## config.mk

```make
export PLATFORM = sky130hd
export DESIGN_NAME = rggen_rwc_command_tracker
export DESIGN_NICKNAME = d
export VERILOG_FILES = /design/src/rtl/rggen_rwc_command_tracker.sv
export SDC_FILE = /design/constraint.sdc
export NUM_CORES = 1
export LEC_CHECK = 0
export ABC_CLOCK_PERIOD_IN_PS = 1700
export BUFFER_PORTS_ARGS = -buffer_cell sky130_fd_sc_hd__buf_2
export CAP_MARGIN = 20
export CORE_MARGIN = 2
export CORE_UTILIZATION = 45
export CTS_CLUSTER_SIZE = 40
export DETAILED_ROUTE_END_ITERATION = 10
export PLACE_DENSITY = 0.75
export SYNTH_ARGS = -nofsm -noshare
export SYNTH_HDL_FRONTEND = slang
export SYNTH_SLANG_ARGS = --single-unit
```

## constraint.sdc

```tcl
create_clock -name i_clk -period 1.7 [get_ports i_clk]
set_input_delay 0.34 -clock i_clk [delete_from_list [all_inputs] [get_ports i_clk]]
set_output_delay 0.34 -clock i_clk [all_outputs]
set_load 0.02 [all_outputs]
```

## src/rtl/rggen_rwc_command_tracker.sv

```systemverilog
// Hardware companion for an RWC command field: captures a pending command, hands it to an
// engine over valid/ready, waits for done (or a timeout), then pulses the field's clear.
module rggen_rwc_command_tracker #(
   parameter int               WIDTH          = 8,
   parameter logic [WIDTH-1:0] INITIAL_VALUE  = '0,
   parameter int               TIMEOUT_CYCLES = 0
) (
   input  logic             i_clk,
   input  logic             i_rst_n,
   input  logic [WIDTH-1:0] i_value,
   output logic             o_clear,
   output logic             o_cmd_valid,
   input  logic             i_cmd_ready,
   output logic [WIDTH-1:0] o_cmd,
   input  logic             i_done,
   output logic             o_busy,
   output logic             o_timeout
);

   typedef enum logic [1:0] {
      IDLE  = 2'd0,
      REQ   = 2'd1,
      BUSY  = 2'd2,
      CLEAR = 2'd3
   } state_t;

   localparam int CNT_W = (TIMEOUT_CYCLES > 0) ? $clog2(TIMEOUT_CYCLES + 1) : 1;

   state_t state;
   logic   expire;

   // Counter only exists when a timeout is configured; it is zeroed while idle so every
   // command starts counting from 0 on its first REQ cycle.
   if (TIMEOUT_CYCLES > 0) begin : g_timeout
      localparam logic [CNT_W-1:0] CNT_MAX = CNT_W'(TIMEOUT_CYCLES - 1);
      logic [CNT_W-1:0] count;

      always_ff @(posedge i_clk) begin
         if (!i_rst_n) begin
            count <= '0;
         end else if (state == IDLE) begin
            count <= '0;
         end else if ((state == REQ || state == BUSY) && count != CNT_MAX) begin
            count <= count + 1'b1;
         end
      end

      assign expire = (state == REQ || state == BUSY) && (count == CNT_MAX);
   end else begin : g_no_timeout
      assign expire = 1'b0;
   end

   // NOTE: reset is sampled on the clock edge, so it lives inside the clocked block and every
   // register, including the captured command, returns to a known value on that edge.
   always_ff @(posedge i_clk) begin
      if (!i_rst_n) begin
         state       <= IDLE;
         o_cmd       <= INITIAL_VALUE;
         o_cmd_valid <= 1'b0;
         o_busy      <= 1'b0;
         o_clear     <= 1'b0;
         o_timeout   <= 1'b0;
      end else begin
         o_clear   <= 1'b0;
         o_timeout <= 1'b0;
         case (state)
            IDLE: begin
               if (i_value != INITIAL_VALUE) begin
                  state       <= REQ;
                  o_cmd       <= i_value;
                  o_cmd_valid <= 1'b1;
                  o_busy      <= 1'b1;
               end
            end
            REQ: begin
               // Progress is tested first so a handshake always beats expiry.
               if (i_cmd_ready) begin
                  state       <= BUSY;
                  o_cmd_valid <= 1'b0;
               end else if (expire) begin
                  state       <= CLEAR;
                  o_cmd_valid <= 1'b0;
                  o_clear     <= 1'b1;
                  o_timeout   <= 1'b1;
               end
            end
            BUSY: begin
               if (i_done) begin
                  state   <= CLEAR;
                  o_clear <= 1'b1;
               end else if (expire) begin
                  state     <= CLEAR;
                  o_clear   <= 1'b1;
                  o_timeout <= 1'b1;
               end
            end
            CLEAR: begin
               state  <= IDLE;
               o_busy <= 1'b0;
            end
            default: begin
               state       <= IDLE;
               o_cmd_valid <= 1'b0;
               o_busy      <= 1'b0;
            end
         endcase
      end
   end

endmodule

```

==> impl_metrics.env <==
export IMPL_path_clk_slew_ps=80
export IMPL_coreArea_sq_um=1280
export IMPL_fmax_ghz=0.644
export IMPL_cts_tree="done"
export IMPL_hold_buffers=0
export IMPL_ant_nets=0
export IMPL_hp_class="input pin to register"
export IMPL_ys_ff_latch=13
export IMPL_worstHoldEndpoint="o_cmd[7]"
export IMPL_design_area_sq_um=772
export IMPL_leakage_nw=0.366
export IMPL_fin_nets=112
export IMPL_wirelength_um=1210
export IMPL_grt_setup_unrepaired="false"
export IMPL_p_seq_share_pct=36.7
export IMPL_synth_top_area_share_pct=42.4
export IMPL_synth_area_top_cells="dfxtp_1 42%, ha_1 8.1%, nand3_1 7.3%"
export IMPL_r2r_cells=6
export IMPL_grt_use_met1_pct=15.9
export IMPL_h_tree_depth=1
export IMPL_grt_max_degree=22
export IMPL_fin_crit_ps=1550
export IMPL_track_usage_pct=15.7
export IMPL_placed_area_sq_um=746
export IMPL_worstReg2RegStart="state[1]"
export IMPL_endpoint_kind="register"
export IMPL_grt_busiest_layer="met2"
export IMPL_worst_pin_slew_ps=543
export IMPL_io_pins=24
export IMPL_post_route_period_util_pct=91.3
export IMPL_drive_gt1_share_pct=34.7
export IMPL_clkSinkCount=13
export IMPL_synth_main_ff_cell="dfxtp_1"
export IMPL_synth_area_sq_um=614
export IMPL_grt_overflow=0
export IMPL_ir_worst_vdd_mv=0.734
export IMPL_die_area_sq_um=1680
export IMPL_setup_tns_final_ps=0
export IMPL_worst_path_max_fanout=4
export IMPL_max_cap_viol_count=0
export IMPL_dp_hpwl_um=935
export IMPL_antenna_found_initial=0
export IMPL_clock_path_buffers=2
export IMPL_crit_arrival_ps=1720
export IMPL_synth_edf_count=0
export IMPL_drt_iter0_markers=14
export IMPL_hold_depth=3
export IMPL_rows=13
export IMPL_drc=0
export IMPL_cts_root_buf="clkbuf_4"
export IMPL_syn_avg_cell_area_sq_um=8.78
export IMPL_firstDrtPassIters=4
export IMPL_netlist_instances=70
export IMPL_port_buffers=22
export IMPL_status="complete, no violations"
export IMPL_hold_viol=0
export IMPL_p_comb_share_pct=48.6
export IMPL_yosysMostFrequentCell="dfxtp_1"
export IMPL_regToRegSetupSlack_ps=150
export IMPL_seq_area_sq_um=260
export IMPL_synth_top_cells_by_count="13 x dfxtp_1, 10 x nand2_1, 9 x nand3_1, 9 x o21ai_0, 4 x ha_1"
export IMPL_met2_usage_pct=27.3
export IMPL_ys_seq_area_share_pct=42.4
export IMPL_grt_pass1_wl_um=1640
export IMPL_vias=554
export IMPL_worst_clock_skew_ps=5.54
export IMPL_die_h_um=41.0
export IMPL_p_sw_share_pct=39.6
export IMPL_start_util_pct=47.8
export IMPL_crit_path_start_kind="register"
export IMPL_clk_latency_ps=270
export IMPL_power_switching_uw=502
export IMPL_path_class="register to register"
export IMPL_cts_buffers=3
export IMPL_drv_slew=0
export IMPL_cts_setup_buffers=0
export IMPL_fillerInstances=116
export IMPL_p_int_uw=765
export IMPL_via_per_inst=5.04
export IMPL_critPathRequiredTime_ps=1870
export IMPL_route_detailed_wl_per_inst_um=11.0
export IMPL_pwr_share_clk_pct=14.7
export IMPL_cellPowerDensity_nw_per_um2=1640
export IMPL_fp_dieW_um=41.0
export IMPL_cts_resized=0
export IMPL_ys_async_sr_fraction_pct=0
export IMPL_synth_nets=86
export IMPL_grt_pass1_vias=413
export IMPL_gp_congestion=0.777
export IMPL_grtUsageMet3_pct=4.89
export IMPL_min_from="i_value[7]"
export IMPL_areaGrowthSynthToFinish_pct=25.7
export IMPL_ys_warnings_count=0
export IMPL_setup_violations_final=0
export IMPL_slew_headroom_pct=63.5
export IMPL_multi_input_area_sq_um=327
export IMPL_diodes=0
export IMPL_timing_rr_end="state[1]"
export IMPL_yosys_cell_types_count=25
export IMPL_yosysTopAreaCell="dfxtp_1"
worst max-delay path by stage:
stage,from,to,slack (ps)
3_3_place_gp,state[1],state[1],170
4_1_cts,state[1],state[1],150
2_1_floorplan,state[1],state[1],260
3_5_place_dp,i_value[2],o_busy,150
5_1_grt,state[1],state[0],70
6_report,state[1],state[1],150
sequential cells by signal (all words and copies together), names as in the netlist:
name and count:
o_cmd 8, o_cmd_valid 1, state 2, o_busy 1, o_clear 1
power groups by stage:
stage          registers, mW  logic (mW)  clock network, mW
5_1_grt                0.481       0.679              0.208
6_report               0.465       0.616              0.187
4_1_cts                0.465       0.625              0.192
3_5_place_dp           0.472       0.623                  0
2_1_floorplan          0.566       0.329                  0
3_3_place_gp           0.471       0.617                  0
cell usage in the layout (no fill, tap or decap), types with 3 or more instances in the layout:
master    count
buf_2        22
buf_4         3
clkbuf_4      3
dfxtp_1      13
ha_1          4
nand2_1      10
nand3_1       9
nor2b_1       3
o21ai_0       9
cell type report:
class / count / share of cell area, %
clock buffers: 4 / 3.40
well taps: 15 / 2.43
flip-flops and latches: 13 / 33.7
multi-input cells: 51 / 42.3
repair buffers: 25 / 17.2
inverters: 2 / 0.972
per-layer routing:
metal	share of wire [%]	wire length (um)	up-vias
met5	0	0	-
met1	46	550	247
met3	4.4	53	2
met2	48	583	11
met4	1.4	17	0
li1	-	-	294
critical path, cell delays in order, from the launching register on:
cell      delay [ps]
dfxtp_1          380
inv_1             80
ha_1             200
nor2b_1          150
a311oi_1         360
mux2i_1          230
nor2b_1           60
logic make-up (layout without fill, tap and decap cells):
kind of cell | Yosys count | count (layout) | share of synthesized area [%]
buffers and inverters | 6 | 31 | 4.48
flip-flops | 13 | 13 | 42.4
AO/OA/AOI/OAI | 15 | 15 | 15.1
adder cells (fa/ha/maj) | 4 | 4 | 8.15
other | 1 | 1 | 0.610
AND/OR/NAND/NOR | 30 | 30 | 27.7
multiplexers | 1 | 1 | 1.63
stage by stage:
stage	power [mW]	setup WS, ps	utilization, %	instances	hold WS [ps]
floorplan	0.895	257	-	70	470
global placement	1.09	171	58.0	106	443
detailed placement	1.10	146	58.0	106	449
CTS	1.28	152	60.1	110	313
global route	1.37	73.8	60.1	110	326
finish	1.27	148	60.1	110	309
Power figures use the tool's default switching activity.
